## src/rtl/mcpu_ctrl.sv

```systemverilog
// Multi-cycle control FSM for the RIJ datapath: decodes IR OP/funct and drives the
// PC/IR/register/RAM enables and the datapath mux selects, one state per step clock.
module mcpu_ctrl #(
    parameter int ST_W = 4
) (
    input  logic            clk,
    input  logic            rst,
    input  logic [5:0]      OP,
    input  logic [5:0]      funct,
    input  logic            ZF,
    output logic            PC_Write,
    output logic [1:0]      PC_s,
    output logic            IR_Write,
    output logic            Reg_Write,
    output logic            Mem_Write,
    output logic [2:0]      ALU_OP,
    output logic            ALU_A_s,
    output logic            ALU_B_s,
    output logic            imm_s,
    output logic [1:0]      w_r_s,
    output logic [1:0]      wr_data_s,
    output logic [ST_W-1:0] state,
    output logic            illegal
);

    typedef enum logic [ST_W-1:0] {
        S_IDLE  = 4'd0,
        S_IF    = 4'd1,
        S_ID    = 4'd2,
        S_EX_R  = 4'd3,
        S_EX_I  = 4'd4,
        S_MA    = 4'd5,
        S_MRD   = 4'd6,
        S_MWR   = 4'd7,
        S_WB_LW = 4'd8,
        S_WB    = 4'd9,
        S_BR    = 4'd10,
        S_ERR   = 4'd15
    } state_t;

    localparam logic [5:0] OP_R    = 6'b000000;
    localparam logic [5:0] OP_J    = 6'b000010;
    localparam logic [5:0] OP_JAL  = 6'b000011;
    localparam logic [5:0] OP_BEQ  = 6'b000100;
    localparam logic [5:0] OP_BNE  = 6'b000101;
    localparam logic [5:0] OP_ADDI = 6'b001000;
    localparam logic [5:0] OP_SLTI = 6'b001010;
    localparam logic [5:0] OP_ANDI = 6'b001100;
    localparam logic [5:0] OP_ORI  = 6'b001101;
    localparam logic [5:0] OP_XORI = 6'b001110;
    localparam logic [5:0] OP_LW   = 6'b100011;
    localparam logic [5:0] OP_SW   = 6'b101011;
    localparam logic [5:0] FN_JR   = 6'b001000;

    localparam logic [2:0] A_AND = 3'b000;
    localparam logic [2:0] A_OR  = 3'b001;
    localparam logic [2:0] A_XOR = 3'b010;
    localparam logic [2:0] A_NOR = 3'b011;
    localparam logic [2:0] A_ADD = 3'b100;
    localparam logic [2:0] A_SUB = 3'b101;
    localparam logic [2:0] A_SLT = 3'b110;
    localparam logic [2:0] A_SLL = 3'b111;

    state_t cur, nxt;

    logic       r_ok, is_sll, imm_i;
    logic [2:0] alu_r, alu_i;

    always_ff @(posedge clk or negedge rst) begin
        if (!rst) cur <= S_IDLE;
        else      cur <= nxt;
    end

    // R-type and I-type ALU decode; held from EX through WB so ALU_F stays valid.
    always_comb begin
        r_ok  = 1'b1;
        alu_r = A_ADD;
        case (funct)
            6'b100000: alu_r = A_ADD;
            6'b100010: alu_r = A_SUB;
            6'b100100: alu_r = A_AND;
            6'b100101: alu_r = A_OR;
            6'b100110: alu_r = A_XOR;
            6'b100111: alu_r = A_NOR;
            6'b101010: alu_r = A_SLT;
            6'b000000: alu_r = A_SLL;
            default:   r_ok  = 1'b0;
        endcase
        is_sll = (funct == 6'b000000);
        alu_i  = A_ADD;
        imm_i  = 1'b0;
        case (OP)
            OP_ADDI: begin alu_i = A_ADD; imm_i = 1'b1; end
            OP_SLTI: begin alu_i = A_SLT; imm_i = 1'b1; end
            OP_ANDI: alu_i = A_AND;
            OP_ORI:  alu_i = A_OR;
            OP_XORI: alu_i = A_XOR;
            default: ;
        endcase
    end

    always_comb begin
        nxt       = cur;
        PC_Write  = 1'b0;
        PC_s      = 2'b00;
        IR_Write  = 1'b0;
        Reg_Write = 1'b0;
        Mem_Write = 1'b0;
        ALU_OP    = 3'b000;
        ALU_A_s   = 1'b0;
        ALU_B_s   = 1'b0;
        imm_s     = 1'b0;
        w_r_s     = 2'b00;
        wr_data_s = 2'b00;
        illegal   = 1'b0;
        case (cur)
            S_IDLE: nxt = S_IF;
            S_IF: begin
                IR_Write = 1'b1;
                PC_Write = 1'b1;
                nxt      = S_ID;
            end
            S_ID: begin
                case (OP)
                    OP_R: begin
                        if (funct == FN_JR) begin
                            PC_Write = 1'b1;
                            PC_s     = 2'b01;
                            nxt      = S_IF;
                        end else if (r_ok) nxt = S_EX_R;
                        else               nxt = S_ERR;
                    end
                    OP_ADDI, OP_SLTI, OP_ANDI, OP_ORI, OP_XORI: nxt = S_EX_I;
                    OP_LW, OP_SW:   nxt = S_MA;
                    OP_BEQ, OP_BNE: nxt = S_BR;
                    OP_J: begin
                        PC_Write = 1'b1;
                        PC_s     = 2'b11;
                        nxt      = S_IF;
                    end
                    OP_JAL: begin
                        // $31 and PC load on the same edge, so the link is the old PC+4
                        PC_Write  = 1'b1;
                        PC_s      = 2'b11;
                        Reg_Write = 1'b1;
                        w_r_s     = 2'b10;
                        wr_data_s = 2'b10;
                        nxt       = S_IF;
                    end
                    default: nxt = S_ERR;
                endcase
            end
            S_EX_R: begin
                ALU_OP  = alu_r;
                ALU_A_s = is_sll;
                nxt     = S_WB;
            end
            S_EX_I: begin
                ALU_OP  = alu_i;
                ALU_B_s = 1'b1;
                imm_s   = imm_i;
                nxt     = S_WB;
            end
            S_WB: begin
                Reg_Write = 1'b1;
                if (OP == OP_R) begin
                    ALU_OP  = alu_r;
                    ALU_A_s = is_sll;
                end else begin
                    ALU_OP  = alu_i;
                    ALU_B_s = 1'b1;
                    imm_s   = imm_i;
                    w_r_s   = 2'b01;
                end
                nxt = S_IF;
            end
            S_MA, S_MRD, S_MWR, S_WB_LW: begin
                // address computation stays live for the whole memory access
                ALU_OP  = A_ADD;
                ALU_B_s = 1'b1;
                imm_s   = 1'b1;
                case (cur)
                    S_MA:    nxt = (OP == OP_LW) ? S_MRD : S_MWR;
                    S_MRD:   nxt = S_WB_LW;
                    S_MWR: begin
                        Mem_Write = 1'b1;
                        nxt       = S_IF;
                    end
                    default: begin
                        Reg_Write = 1'b1;
                        w_r_s     = 2'b01;
                        wr_data_s = 2'b01;
                        nxt       = S_IF;
                    end
                endcase
            end
            S_BR: begin
                ALU_OP   = A_SUB;
                PC_s     = 2'b10;
                PC_Write = ((OP == OP_BEQ) & ZF) | ((OP == OP_BNE) & ~ZF);
                nxt      = S_IF;
            end
            S_ERR: begin
                illegal = 1'b1;
                nxt     = S_ERR;
            end
            default: nxt = S_ERR;
        endcase
    end

    assign state = cur;

endmodule

```

## config.mk

```make
export PLATFORM = sky130hd
export DESIGN_NAME = mcpu_ctrl
export DESIGN_NICKNAME = d
export VERILOG_FILES = /design/src/rtl/mcpu_ctrl.sv
export SDC_FILE = /design/constraint.sdc
export NUM_CORES = 1
export LEC_CHECK = 0
export CAP_MARGIN = 15
export CORE_ASPECT_RATIO = 1.2
export CORE_MARGIN = 4
export CORE_UTILIZATION = 44
export DETAILED_ROUTE_END_ITERATION = 10
export PLACE_DENSITY_LB_ADDON = 0.2
export RECOVER_POWER = 25
export SLEW_MARGIN = 20
export SYNTH_ARGS = -nofsm -noshare
export SYNTH_HDL_FRONTEND = slang
export SYNTH_SLANG_ARGS = --single-unit
```

## constraint.sdc

```tcl
create_clock -name clk -period 3.3 [get_ports clk]
set_clock_uncertainty 0.05 [all_clocks]
set_input_delay 0.66 -clock clk [delete_from_list [all_inputs] [get_ports clk]]
set_output_delay 0.66 -clock clk [all_outputs]
set_load 0.01 [all_outputs]
```

# Yosys cells after proc, flatten, opt, wreduce, memory -nomap -nowiden
# Cells that the tools add are included.
# word_totals
output_inout_bits,21
inputBits,15
word_cells,85
register_bits,4
# classes
reduce_logical,14
n_bitwise,4
n_eq_ne,30
n_mux,36
# op_table
operator,n
== test 6 bit (second input constant),9
case mux 4 bit (5 select lines),2
== test 6 x 4 -> 1 bit (second input constant),6
case mux 3 bit (7 select lines),1
== test 4 x 3 -> 1 bit (second input constant),4
== test 4 bit (second input constant),4
two-way mux 1 bit,16
case mux 3 bit (5 select lines),1
== test 6 x 2 -> 1 bit (second input constant),2
== test 6 x 3 -> 1 bit (second input constant),2
zero test 6 bit,2
case mux 2 bit (2 select lines),3
case mux 3 bit (4 select lines),1
OR reduction 2 bit,5
OR reduction 5 bit,2
case mux 1 bit (3 select lines),3
== test 4 x 2 -> 1 bit (second input constant),2
two-way mux 4 bit,2
case mux 4 bit (2 select lines),1
OR reduction 8 bit,1
case mux 1 bit (2 select lines),3
case mux 2 bit (3 select lines),1
OR reduction 3 bit,2
== test 4 x 1 -> 1 bit (second input constant),1
other kinds (7),8

# Longest topological paths before layout
# Gate-level depths: netlist of run 1.
# logic_depth
depth_word,7
ltp_mapped,5
depth_no_buf,4

# Least setup slack after synthesis of run 1
# Ideal clock, no wire load.
# synth_timing
kind,input -> output
startpoint,in OP[1]
endpoint,out ALU_OP[2]
n_path_buf,1
slack_ns,0.875
required_time_ns,2.590
stages,5
t_arrival_ns,1.715
cell_sequence,buf_4 -> nor3_4 -> a31oi_1 -> or3_4 -> o211ai_1
# synth_between
elab_chain_len,4
elab_cells_between_ends,8
# synth_rtl
element,line,rtl
"start, declared",8,"input logic [5:0] OP,"
== test 6 x 4 -> 1 bit,92,case (OP)
case mux 3 bit (4 select lines),92,
two-way mux 3 bit,166,if (OP == OP_R) begin
case mux 3 bit (5 select lines) *,116,case (cur)
"end, declared",16,"output logic [2:0] ALU_OP,"
# Every way passes the cells marked *; elsewhere a longest branch is shown, timed or not.

# Worst setup path in the final report of run 1
# layout_timing
startpoint,in OP[0]
endpoint,out ALU_A_s
# layout_between
elab_chain_len,3
# layout_rtl
element,line,rtl
zero test 6 bit,166,
two-way mux 1 bit,166,
case mux 1 bit (2 select lines),116,
"end, declared",17,"output logic ALU_A_s,"
# Every way passes these cells.

==> out/metrics.csv, run 1 <==
stage,metric,value,unit
run,cap_violations,0,
synth,syn_area,808,µm²
placed_design,gp_congestion,0.930,
global_routing,grt_max_degree,18,
layout,final_cells,173,
setup_path,crit_buf_inv,2,
hold_path,hp-class,primary input to async pin,
setup_path,cp_top_family,buffers and inverters,
sta,relSlewSlack,63.7,%
setup_path,critPathArrivalTime,2.50,ns
drt,route.detailed.drc,0,
synth,yosys.cell_types.count,50,
floorplanning,die_area,0.00259,mm²
power,total_power,664,µW
synth,syn_nets,126,
synth,yosys.area_share.simple,44.1,%
sta,fmax,0.312,GHz
drt,vias,1065,
setup_path,path_cells,clkdlybuf4s50_1 -> nor3_4 -> a31oi_1 -> or3_4 -> nor2_1 -> clkdlybuf4s50_1,
clock_tree,clkLatencyLatePin,0.23,ns
clock_tree,hold_buffers,0,
clock_tree,cts.sinks,4,
setup_path,crit_fanout,4,
sta,rsz0062_at_grt,false,
synth,synth_edf_count,0,
synth,async_reset_ff_share,100,%
sta,worstMarginPinSlew,0.545,ns
synth,synthAdderAreaFrac,0,%
sta,min_period,3.21,ns
floorplanning,die_h,55.0,µm
synth,synth_area_leader_cell,dfrtp_1,
clock_tree,h-tree-depth,1,
synth,synth-xor-area-share,2.17,%
synth,synthMuxAreaShare,1.24,%
setup_path,path_common_cell,clkdlybuf4s50_1,
setup_path,crit_required,2.59,ns
synth,postSynthAreaPerCell,7.28,µm²
layout,fillers,143,
sta,drv_slew,0,
clock_tree,cts_tree,done,
placed_design,placed_cells,170,
sta,post-route-period-util,97.1,%
power,leakagePower,0.000588,µW
global_routing,grt_pass1_wl,4330,µm
synth,ys_top_cells_by_count,"13 x nor2_1, 9 x nand2b_1, 7 x nor3_1, 6 x buf_2, 5 x nand2_1",
global_routing,grt_overflow,0,
placed_design,dp_hpwl,2200,µm
drt,first_iter_violations,21,
floorplanning,die_w,47.1,µm
floorplanning,coreArea,0.00168,mm²
synth,dominantRegCellSynth,dfrtp_1,
sta,fin_tns_setup,0,ns
synth,synth-seq-area-share,12.4,%
synth,synth_top_area_share,12.4,%
floorplanning,ios,36,
clock_tree,clockBufferDepth,2,
setup_path,crit_type,primary input to output pin,
synth,yosys_warnings,0,
power,p_per_area,515,mW/mm²
synth,synth_compound_gate_area_share,33.1,%
clock_tree,clk_pin_slew,0.04,ns
power,peakVddDrop,618,µV
drt,ant_nets,0,
setup_path,r2r-end,state[2]$_DFF_PN0_,
setup_path,reg2reg_depth,4,
setup_path,r2r_slack,1.52,ns
sta,hold_violations,0,
floorplanning,initial_core_util,48.1,%
layout,syn2layout_area_growth,59.6,%
global_routing,grt_usage,22.6,%
clock_tree,root_buffer,clkbuf_4,
layout,final_nets,172,
layout,layout-drive-gt1-share,19.4,%
layout,antenna_cells,0,
drt,viasPerCell,6.16,
global_routing,antenna_found_initial,0,
status,outcome,finished clean,
clock_tree,numCtsBuffers,3,
setup_path,r2r-start,state[1]$_DFF_PN0_,
setup_path,cp-end-kind,output pin,
layout,largest_reg_flops,4,
floorplanning,rows,16,
synth,synth_most_common_cell,nor2_1,
sta,hold_slack,0.651,ns
drt,drt-total-wl,2810,µm
layout,fin_util,76.7,%
setup_path,start_kind,primary input,
synth,synth_top_family_by_area,simple AND/OR/NAND/NOR gates,
synth,syn_inst,111,
drt,dr.pass1.iters,4,
sta,setup-violations-final,0,
setup_path,critPathMaxStageDelay,0.54,ns
synth,synth-seq-cells,4,
global_routing,grt_pass1_vias,1041,
placed_design,portBuffers,35,
setup_path,crit_slowest_cell,clkdlybuf4s50_1,
synth,synth_area_leaders,"dfrtp_1 12%, nand2b_1 7.0%, nor2_1 6.0%",
drt,detail_route.wl_per_cell,16.2,µm
## report_power, final
part           switching [µW]  total, µW  internal (µW)
logic                     205        454            248
clock network            18.0       58.6           40.5
registers                81.3        152           70.3
total                     305        664            359
## routing by layer
layer	track usage, %	vias up	routed length [µm]	share of wire [%]
li1	-	507	-	-
met1	26.7	508	1040	37
met2	40.7	46	1560	56
met3	1.29	4	171	6.1
met4	10.6	0	31	1.1
met5	0	-	0	0
## cell families after synthesis
logic type,Yosys count
simple gates,59
mux,1
xor+xnor,2
flops,4
buf+inv,12
compound gates,33
## per-stage QoR
step                      cell area (µm²)  setup WS, ns
after floorplan                       808         0.875
after global placement               1240       -0.0354
after detailed placement             1240       -0.0897
after CTS                            1260       0.00263
after global routing                 1290       0.00276
final                                1290        0.0944
## repair_timing
action / CTS / global route
endpoints found under the setup margin: 5 / 6
gates resized for setup: 4 / 8
pin swaps: 0 / 0
buffers inserted: 0 / 0
## how the worst max path moves through the flow
| stage | to | startpoint | slack [ns] | cells after the start |
|---|---|---|---|---|
| floorplan | ALU_OP[2] | OP[1] | 0.88 | 5 |
| global placement | PC_Write | OP[3] | -0.04 | 6 |
| detailed placement | PC_s[1] | OP[3] | -0.09 | 5 |
| CTS | PC_Write | OP[5] | 0.003 | 6 |
| global route | ALU_A_s | OP[0] | 0.003 | 6 |
| finish | ALU_A_s | OP[0] | 0.09 | 6 |
## layout by cell type, fill, tap and decap left out, drive strengths merged, types with 4 or more instances in the layout
cell type and n:
nor2 13, dlygate4sd2 4, nand2b 9, and3 4, buf 14, dlymetal6s2s 5, dfrtp 4, nand2 5
nor3 9, inv 4, a211oi 4, clkdlybuf4s50 23, o21ai 5
## layout make-up
class	instances	area, µm²	area share, %
inverter	4	15.0	1.16
sequential	4	100	7.76
timing repair buffer	49	463	35.9
clock buffer	3	22.5	1.75
tap	18	22.5	1.75
multi-input combinational	95	667	51.7
Note: power is estimated with default switching activity, not from simulation.
==> run 2, diff against run 1 <==
--- a/config.mk
+++ b/config.mk
@@ -6,9 +6,9 @@
 export NUM_CORES = 1
 export LEC_CHECK = 0
 export CAP_MARGIN = 15
-export CORE_ASPECT_RATIO = 1.2
 export CORE_MARGIN = 4
 export CORE_UTILIZATION = 44
+export CTS_CLUSTER_SIZE = 20
 export DETAILED_ROUTE_END_ITERATION = 10
 export PLACE_DENSITY_LB_ADDON = 0.2
 export RECOVER_POWER = 25
==> constraint.sdc (replaced) <==
create_clock -name clk -period 3.7 [get_ports clk]
set_clock_uncertainty 0.05 [all_clocks]
set_input_delay 0.74 -clock clk [delete_from_list [all_inputs] [get_ports clk]]
set_output_delay 0.74 -clock clk [all_outputs]
set_load 0.01 [all_outputs]
==> out/metrics.csv, run 2 (synthesized netlist as in run 1, its figures left out) <==
stage,metric,value,unit
sta,rsz0062_at_grt,false,
clock_tree,hold_buffers,0,
global_routing,grt_usage,20.8,%
layout,largest_reg_flops,4,
clock_tree,root_buffer,clkbuf_4,
setup_path,critPathArrivalTime,2.76,ns
sta,fmax,0.281,GHz
drt,viasPerCell,6.07,
floorplanning,rows,15,
drt,ant_nets,0,
hold_path,worstHoldStart,state[3]$_DFF_PN0_,
setup_path,cp-end-kind,output pin,
sta,post-route-period-util,96.1,%
power,total_power,591,µW
hold_path,hp-class,flop to flop,
clock_tree,cts.sinks,4,
sta,min_period,3.55,ns
drt,dr.pass1.iters,5,
layout,final_common_cell,clkdlybuf4s50_1,
clock_tree,clockBufferDepth,2,
layout,antenna_cells,0,
setup_path,r2r-end,state[1]$_DFF_PN0_,
power,p_per_area,492,mW/mm²
setup_path,r2r_slack,1.94,ns
setup_path,r2r-start,state[1]$_DFF_PN0_,
floorplanning,ios,36,
layout,multi_input_area,652,µm²
drt,drt-total-wl,2470,µm
run,cap_violations,0,
layout,final_nets,162,
hold_path,min_path_cells,1,
power,peakVddDrop,305,µV
floorplanning,die_w,50.9,µm
setup_path,reg2reg_depth,4,
global_routing,grt_pass1_vias,974,
sta,hold_violations,0,
global_routing,grt_overflow,0,
setup_path,crit_type,primary input to output pin,
clock_tree,clk_pin_slew,0.04,ns
drt,detail_route.wl_per_cell,14.5,µm
floorplanning,initial_core_util,46.8,%
layout,mostFrequentLayoutCells,"31 x clkdlybuf4s50_1, 13 x nor2_1, 9 x nand2b_1",
status,outcome,finished clean,
sta,relSlewSlack,65.9,%
floorplanning,die_area,0.00259,mm²
setup_path,start_kind,primary input,
global_routing,grt_max_degree,18,
clock_tree,clkLatencyLatePin,0.24,ns
floorplanning,coreArea,0.00173,mm²
drt,route.detailed.drc,0,
layout,syn2layout_area_growth,48.6,%
layout,seq_area,100,µm²
clock_tree,numCtsBuffers,3,
floorplanning,die_h,50.9,µm
sta,drv_slew,0,
setup_path,crit_required,2.91,ns
drt,vias,1032,
clock_tree,h-tree-depth,1,
clock_tree,cts-resized-gates,0,
drt,first_iter_violations,26,
sta,fin_tns_setup,0,ns
power,leakagePower,0.000434,µW
clock_tree,cts_setup_buffers,0,
placed_design,gp_congestion,0.896,
global_routing,antenna_found_initial,0,
layout,fillers,158,
global_routing,grt_pass1_wl,4220,µm
sta,setup-violations-final,0,
placed_design,dp_hpwl,2050,µm
placed_design,portBuffers,35,
clock_tree,cts_tree,done,
layout,layout-drive-gt1-share,11.7,%
setup_path,crit_fanout,6,
hold_path,hold_end,state[0]$_DFF_PN0_,
sta,worstMarginPinSlew,0.507,ns
run 2: cell types whose count changed in the layout (fill, tap and decap cells not counted):
cell,previous run,this run
buf_4,14,4
clkdlybuf4s50_1,23,31
dlygate4sd2_1,4,0
dlygate4sd3_1,3,4
dlymetal6s2s_1,5,0
nor3_1,5,7
nor3_2,3,1
nor3b_1,1,2
nor3b_2,2,1
run 2: area by class of cell:
type,instances,share of cell area [%]
clock buffers,3,1.88
inverters,4,1.25
multi-input cells,95,54.3
flip-flops and latches,4,8.33
well taps,25,2.60
repair buffers,39,31.7
run 2: power breakdown:
| group | leakage (µW) | internal [µW] | total, µW | switching [µW] |
|---|---|---|---|---|
| Combinational | 0.000378 | 224 | 402 | 178 |
| Clock | 0.0000138 | 36.4 | 56.0 | 19.6 |
| Sequential | 0.0000420 | 62.7 | 132 | 69.5 |
run 2: through the flow:
step	hold slack [ns]	setup WS, ns	area [µm²]	util, %	instances
6_report	0.686	0.146	1200	69.6	170
2_1_floorplan	0.394	1.12	808	-	111
4_1_cts	0.669	0.140	1200	69.6	170
3_3_place_gp	0.645	0.202	1180	68.3	167
3_5_place_dp	0.665	0.151	1180	68.3	167
5_1_grt	0.710	0.0725	1200	69.6	170
run 2: per-layer routing:
metal / up-vias / GRT usage (%) / share of wire (%)
met5: - / 0 / 0
met4: 0 / 5.83 / 1.1
met3: 4 / 4.08 / 8.2
met2: 49 / 36.7 / 50
met1: 487 / 25.5 / 41
li1: 492 / - / -
run 2: how the worst max path moves through the flow:
stage,from,to,cells past startpoint
2_1_floorplan,OP[1],ALU_OP[2],5
6_report,OP[5],PC_s[1],5
5_1_grt,OP[2],PC_Write,7
4_1_cts,OP[5],PC_s[1],5
3_5_place_dp,OP[5],PC_s[1],5
3_3_place_gp,OP[5],PC_Write,6
run 2: worst max-delay path, cell delays in order:
cell and delay, ns:
clkdlybuf4s50_1 0.50, or3_4 0.43, or2_4 0.29, a211oi_2 0.23, clkdlybuf4s50_1 0.57
